$ cat src/rtl/ahb3lite_burst_master.sv
// ahb3lite_burst_master: command-driven AHB3-Lite INCR/SINGLE burst master with
// wait states, ERROR abort and NONSEQ re-arbitration at every 1 KB boundary.
module ahb3lite_burst_master #(
    parameter int ADDR_W = 32,
    parameter int DATA_W = 32,
    parameter int LEN_W  = 8
) (
    input  logic              HCLK,
    input  logic              HRESETn,
    input  logic              cmd_valid,
    output logic              cmd_ready,
    input  logic              cmd_write,
    input  logic [ADDR_W-1:0] cmd_addr,
    input  logic [LEN_W-1:0]  cmd_len,
    input  logic [DATA_W-1:0] wr_data,
    output logic              wr_ready,
    output logic [DATA_W-1:0] rd_data,
    output logic              rd_valid,
    output logic              done,
    output logic              err,
    output logic [ADDR_W-1:0] HADDR,
    output logic [1:0]        HTRANS,
    output logic              HWRITE,
    output logic [2:0]        HSIZE,
    output logic [2:0]        HBURST,
    output logic [DATA_W-1:0] HWDATA,
    input  logic              HREADY,
    input  logic              HRESP,
    input  logic [DATA_W-1:0] HRDATA
);
    localparam int BYTES = DATA_W / 8;

    typedef enum logic [1:0] {IDLE, BURST, LAST, ERR} state_t;

    state_t            state_q, state_d;
    logic [ADDR_W-1:0] addr_q, addr_d;
    logic [LEN_W-1:0]  beat_q, beat_d;
    logic [LEN_W-1:0]  len_q, len_d;
    logic              write_q, write_d;
    logic              dp_q, dp_d;
    logic [2:0]        burst_q, burst_d;
    logic [DATA_W-1:0] wdata_q, wdata_d;
    logic [DATA_W-1:0] rdata_q, rdata_d;
    logic              rvalid_q, rvalid_d;
    logic              done_q, done_d;
    logic              err_q, err_d;
    logic              data_err;
    logic              data_ok;

    // dp_q marks an outstanding data phase (the beat accepted on the previous HREADY edge)
    assign data_err  = dp_q && HRESP && !HREADY;
    assign data_ok   = dp_q && HREADY && !HRESP;
    assign cmd_ready = (state_q == IDLE) && !done_q;
    assign wr_ready  = (state_q == BURST) && write_q && HREADY;
    assign HTRANS    = (state_q != BURST) ? 2'b00 :
                       (beat_q == '0 || addr_q[9:0] == '0) ? 2'b10 : 2'b11;
    assign HADDR     = addr_q;
    assign HWRITE    = write_q;
    assign HSIZE     = (DATA_W == 64) ? 3'b011 : 3'b010;
    assign HBURST    = burst_q;
    assign HWDATA    = wdata_q;
    assign rd_data   = rdata_q;
    assign rd_valid  = rvalid_q;
    assign done      = done_q;
    assign err       = err_q;

    always_comb begin
        state_d  = state_q;
        addr_d   = addr_q;
        beat_d   = beat_q;
        len_d    = len_q;
        write_d  = write_q;
        burst_d  = burst_q;
        dp_d     = HREADY ? (state_q == BURST) : dp_q;
        wdata_d  = wr_ready ? wr_data : wdata_q;
        rvalid_d = data_ok && !write_q && (state_q != ERR);
        rdata_d  = rvalid_d ? HRDATA : rdata_q;
        done_d   = (state_q == LAST && HREADY && !HRESP) || (state_q == ERR && HREADY);
        err_d    = (state_q == ERR) && HREADY;
        case (state_q)
            IDLE: begin
                if (cmd_valid && cmd_ready) begin
                    state_d = BURST;
                    addr_d  = cmd_addr;
                    len_d   = cmd_len;
                    write_d = cmd_write;
                    beat_d  = '0;
                    burst_d = (cmd_len == '0) ? 3'b000 : 3'b001;
                end
            end
            BURST: begin
                if (data_err) begin
                    state_d = ERR;
                end else if (HREADY) begin
                    if (beat_q == len_q) begin
                        state_d = LAST;
                    end else begin
                        addr_d = addr_q + ADDR_W'(BYTES);
                        beat_d = beat_q + LEN_W'(1);
                    end
                end
            end
            LAST: begin
                if (data_err) begin
                    state_d = ERR;
                end else if (HREADY && !HRESP) begin
                    state_d = IDLE;
                end
            end
            ERR: begin
                if (HREADY) begin
                    state_d = IDLE;
                end
            end
            default: state_d = IDLE;
        endcase
    end

    always_ff @(posedge HCLK or negedge HRESETn) begin
        if (!HRESETn) begin
            state_q  <= IDLE;
            addr_q   <= '0;
            beat_q   <= '0;
            len_q    <= '0;
            write_q  <= 1'b0;
            dp_q     <= 1'b0;
            burst_q  <= 3'b000;
            wdata_q  <= '0;
            rdata_q  <= '0;
            rvalid_q <= 1'b0;
            done_q   <= 1'b0;
            err_q    <= 1'b0;
        end else begin
            state_q  <= state_d;
            addr_q   <= addr_d;
            beat_q   <= beat_d;
            len_q    <= len_d;
            write_q  <= write_d;
            dp_q     <= dp_d;
            burst_q  <= burst_d;
            wdata_q  <= wdata_d;
            rdata_q  <= rdata_d;
            rvalid_q <= rvalid_d;
            done_q   <= done_d;
            err_q    <= err_d;
        end
    end
endmodule
$ cat config.mk
export PLATFORM = sky130hd
export DESIGN_NAME = ahb3lite_burst_master
export DESIGN_NICKNAME = d
export VERILOG_FILES = /design/src/rtl/ahb3lite_burst_master.sv
export SDC_FILE = /design/constraint.sdc
export NUM_CORES = 1
export LEC_CHECK = 0
export BUFFER_PORTS_ARGS = -buffer_cell sky130_fd_sc_hd__buf_2
export CORE_ASPECT_RATIO = 0.75
export CORE_MARGIN = 2
export CORE_UTILIZATION = 52
export CTS_CLUSTER_DIAMETER = 100
export DETAILED_ROUTE_END_ITERATION = 10
export PLACE_DENSITY = 0.85
export SYNTH_ARGS = -nofsm -noshare
export SYNTH_HDL_FRONTEND = slang
export SYNTH_SLANG_ARGS = --single-unit
export TNS_END_PERCENT = 20
$ cat constraint.sdc
create_clock -name HCLK -period 3.85 [get_ports HCLK]
set_input_delay 0.5775 -clock HCLK [delete_from_list [all_inputs] [get_ports HCLK]]
set_output_delay 0.5775 -clock HCLK [all_outputs]
set_load 0.005 [all_outputs]
==> impl_metrics.py <==
metrics = {
    "outcome": {
        "status": "completed",
    },
    "critical_path": {
        "worstPathRequired_ps": 3270,
        "worstReg2RegEnd": "beat_q[7]",
        "r2r.worst_path.cells": 6,
        "worstPathCellList": "nand2b_1, buf_4, inv_2, nand3_1, inv_1, buf_2",
        "max_stage_delay_ps": 640,
        "crit_type": "flip-flop to primary output",
        "r2r-start": "state_q[0]",
        "critPathSlowestCell": "dfrtp_1",
        "critical_path.top_delay_family": "flip-flops",
        "worst-path-max-fanout": 18,
        "worst-path-buf-inv": 4,
        "worst_setup_path_start_kind": "flip-flop",
        "cp.arrival_ps": 2240,
        "crit_path_end_kind": "primary output",
        "rrSetupSlack_ps": 1170,
    },
    "sta": {
        "setup_tns_ps": 0,
        "tightest_slew_ps": 948.0,
        "finalSetupViolations": 0,
        "whs_ps": 300.4,
        "finClkSkew_ps": 7.715,
        "rsz0062_at_grt": "false",
        "slew_viol_final": 0,
        "fin_crit_sh_pct": 73.10,
        "maxSlewHeadroom_pct": 36.80,
        "period_needed_ps": 2814,
        "hold_viol": 0,
        "timing.fmax_mhz": 355.3,
    },
    "routing": {
        "first_pass_iters": 5,
        "drtIter0Drc": 383,
        "dr_total_vias": 5045,
        "route.detailed.drc": 0,
        "ant_nets": 0,
        "totalWireLength_mm": 16.62,
        "drt-wirelength-per-cell_microns": 19.04,
        "routed_via_density": 5.779,
    },
    "logic_synthesis": {
        "ys_types": 65,
        "ys_ff_latch": 120,
        "syn_area_sq_um": 5610,
        "syn-instance-count": 507,
        "postSynthAreaPerCell_sq_um": 11.07,
        "yosysWarningCount": 0,
        "yosysTopAreaCell": "dfrtp_1",
        "yosysMostFrequentCell": "dfrtp_1",
        "ys_seq_area_share_pct": 53.52,
        "synth-edff-count": 0,
        "synth_area_leaders": "dfrtp_1, mux2_2, mux2_1",
        "synth_top_flop_cell": "dfrtp_1",
        "ys_async_sr_fraction_pct": 100.0,
        "yosys.area.top_type_share_pct": 53.52,
        "synthTopCellsByCount": "dfrtp_1, nand2_1, mux2_2",
    },
    "floorplanning": {
        "die_area_sq_um": 11640,
        "die_w_microns": 123.9,
        "fp.dieH_microns": 93.96,
        "ios": 220,
        "initial_utilization_pct": 53.89,
        "num_rows": 32,
        "coreArea_sq_um": 10410,
    },
    "pwr": {
        "total_power_mw": 6.324,
        "leakage_nw": 3.586,
        "peakVddDrop_v": 0.0004051,
        "cellPowerDensity_nw_per_um2": 855.4,
    },
    "clocking": {
        "clockBufferDepth": 2,
        "cts_hold_buf": 0,
        "cts.sinks": 120,
        "post-cts-setup-buffers": 0,
        "clock_latency_ps": 410,
        "clkTransAtPathRegs_ps": 60,
        "cts_tree": "done",
        "root_buffer": "clkbuf_16",
        "htreeDepth": 4,
        "cts_buffers": 17,
        "post_cts_resized": 0,
    },
    "place": {
        "port_buffers": 214,
        "placed_area_sq_um": 6803,
        "hpwl_mm": 11.84,
        "gp_congestion": 0.9454,
    },
    "grt": {
        "grt_max_degree": 75,
        "grt_pass1_vias": 4974,
        "grt_overflow": 0,
        "antenna_found_initial": 0,
        "track_usage_pct": 29.04,
        "grt_pass1_wl_mm": 25.39,
    },
    "finish": {
        "insertedDiodeCount": 0,
        "syn_to_final_growth_pct": 31.78,
        "finalNetCount": 838,
        "drive_gt1_share_pct": 42.20,
        "n_fill_cell": 779,
        "fin_area_sq_um": 7393,
    },
    "worst_hold_path": {
        "hold_path.class": "primary input to asynchronous set/reset pin",
    },
    "run": {
        "maxCapViolations": 0,
    },
}
==> per-stage QoR <==
step	setup slack, ps	util (%)	instances
floorplan	1886	-	510
global placement	1249	65.35	841
detailed placement	1189	65.35	841
CTS	1019	71.02	873
global route	819.5	71.02	873
finish	1036	71.02	873
==> worst reg2reg max path, cell delays in order (launching register included) <==
cell and delay [ps]:
dfrtp_1 550, or4b_4 850, nand2_2 210, o31ai_2 150, buf_4 210, or4_1 500
a21oi_1 150
==> area by class of cell <==
cell class                 instances  area (sq um)  share of cell area (%)
sequential                       120          3003                   40.62
multi-input combinational        346          2425                   32.80
timing repair buffer             224          1149                   15.54
clock buffer                      19         442.9                   5.991
tap                              136         170.2                   2.302
clock inverter                    13         147.6                   1.997
inverter                          15         56.30                  0.7616
==> worst max-delay path by stage <==
stage	end	start	depth (start not counted)	slack, ps
after floorplan	HADDR[31]	cmd_valid	5	1890
after global placement	beat_q[7]	cmd_valid	7	1250
after detailed placement	beat_q[7]	state_q[0]	6	1190
after CTS	wr_ready	state_q[0]	6	1020
after global routing	wr_ready	state_q[0]	6	820
final	wr_ready	state_q[0]	6	1040
==> per-layer routing <==
metal,share of wire [%],GRT usage (%),vias up
met5,0,0,-
met4,1.9,10.49,0
met3,7.5,6.311,28
met2,51,49.68,266
met1,39,36.32,2466
li1,-,-,2285
==> flip-flops by register name (all words and copies together) (netlist names) <==
signal    count
HADDR        32
HWDATA       32
dp_q          1
state_q       2
len_q         8
HBURST        1
done          1
err           1
rd_data      32
beat_q        8
HWRITE        1
rd_valid      1
==> report_power, final <==
group	switching (mW)	internal (mW)
sequential	0.514	1.86
clock	0.591	0.975
combinational	1.24	1.14
total	2.35	3.98
==> cells in the final DEF (no fill, tap or decap), types with 8 or more instances in the layout <==
cell type / instances
a21oi_1: 20
a31oi_1: 9
a32o_1: 9
and3_1: 9
buf_2: 213
buf_4: 11
clkbuf_16: 17
dfrtp_1: 120
inv_1: 14
mux2_1: 21
mux2_2: 44
nand2_1: 60
nand3_1: 15
nand4_1: 10
nor2_1: 34
o21ai_0: 9
xnor2_1: 8
==> cells by family after synthesis <==
family	share of synthesized area, %
simple gates	15.50
other cells	0.1339
buf+inv	3.457
compound gates	12.20
xor+xnor	1.249
fa+ha+maj	0.8921
mux	13.05
flops	53.52
Power figures use the tool's default switching activity.
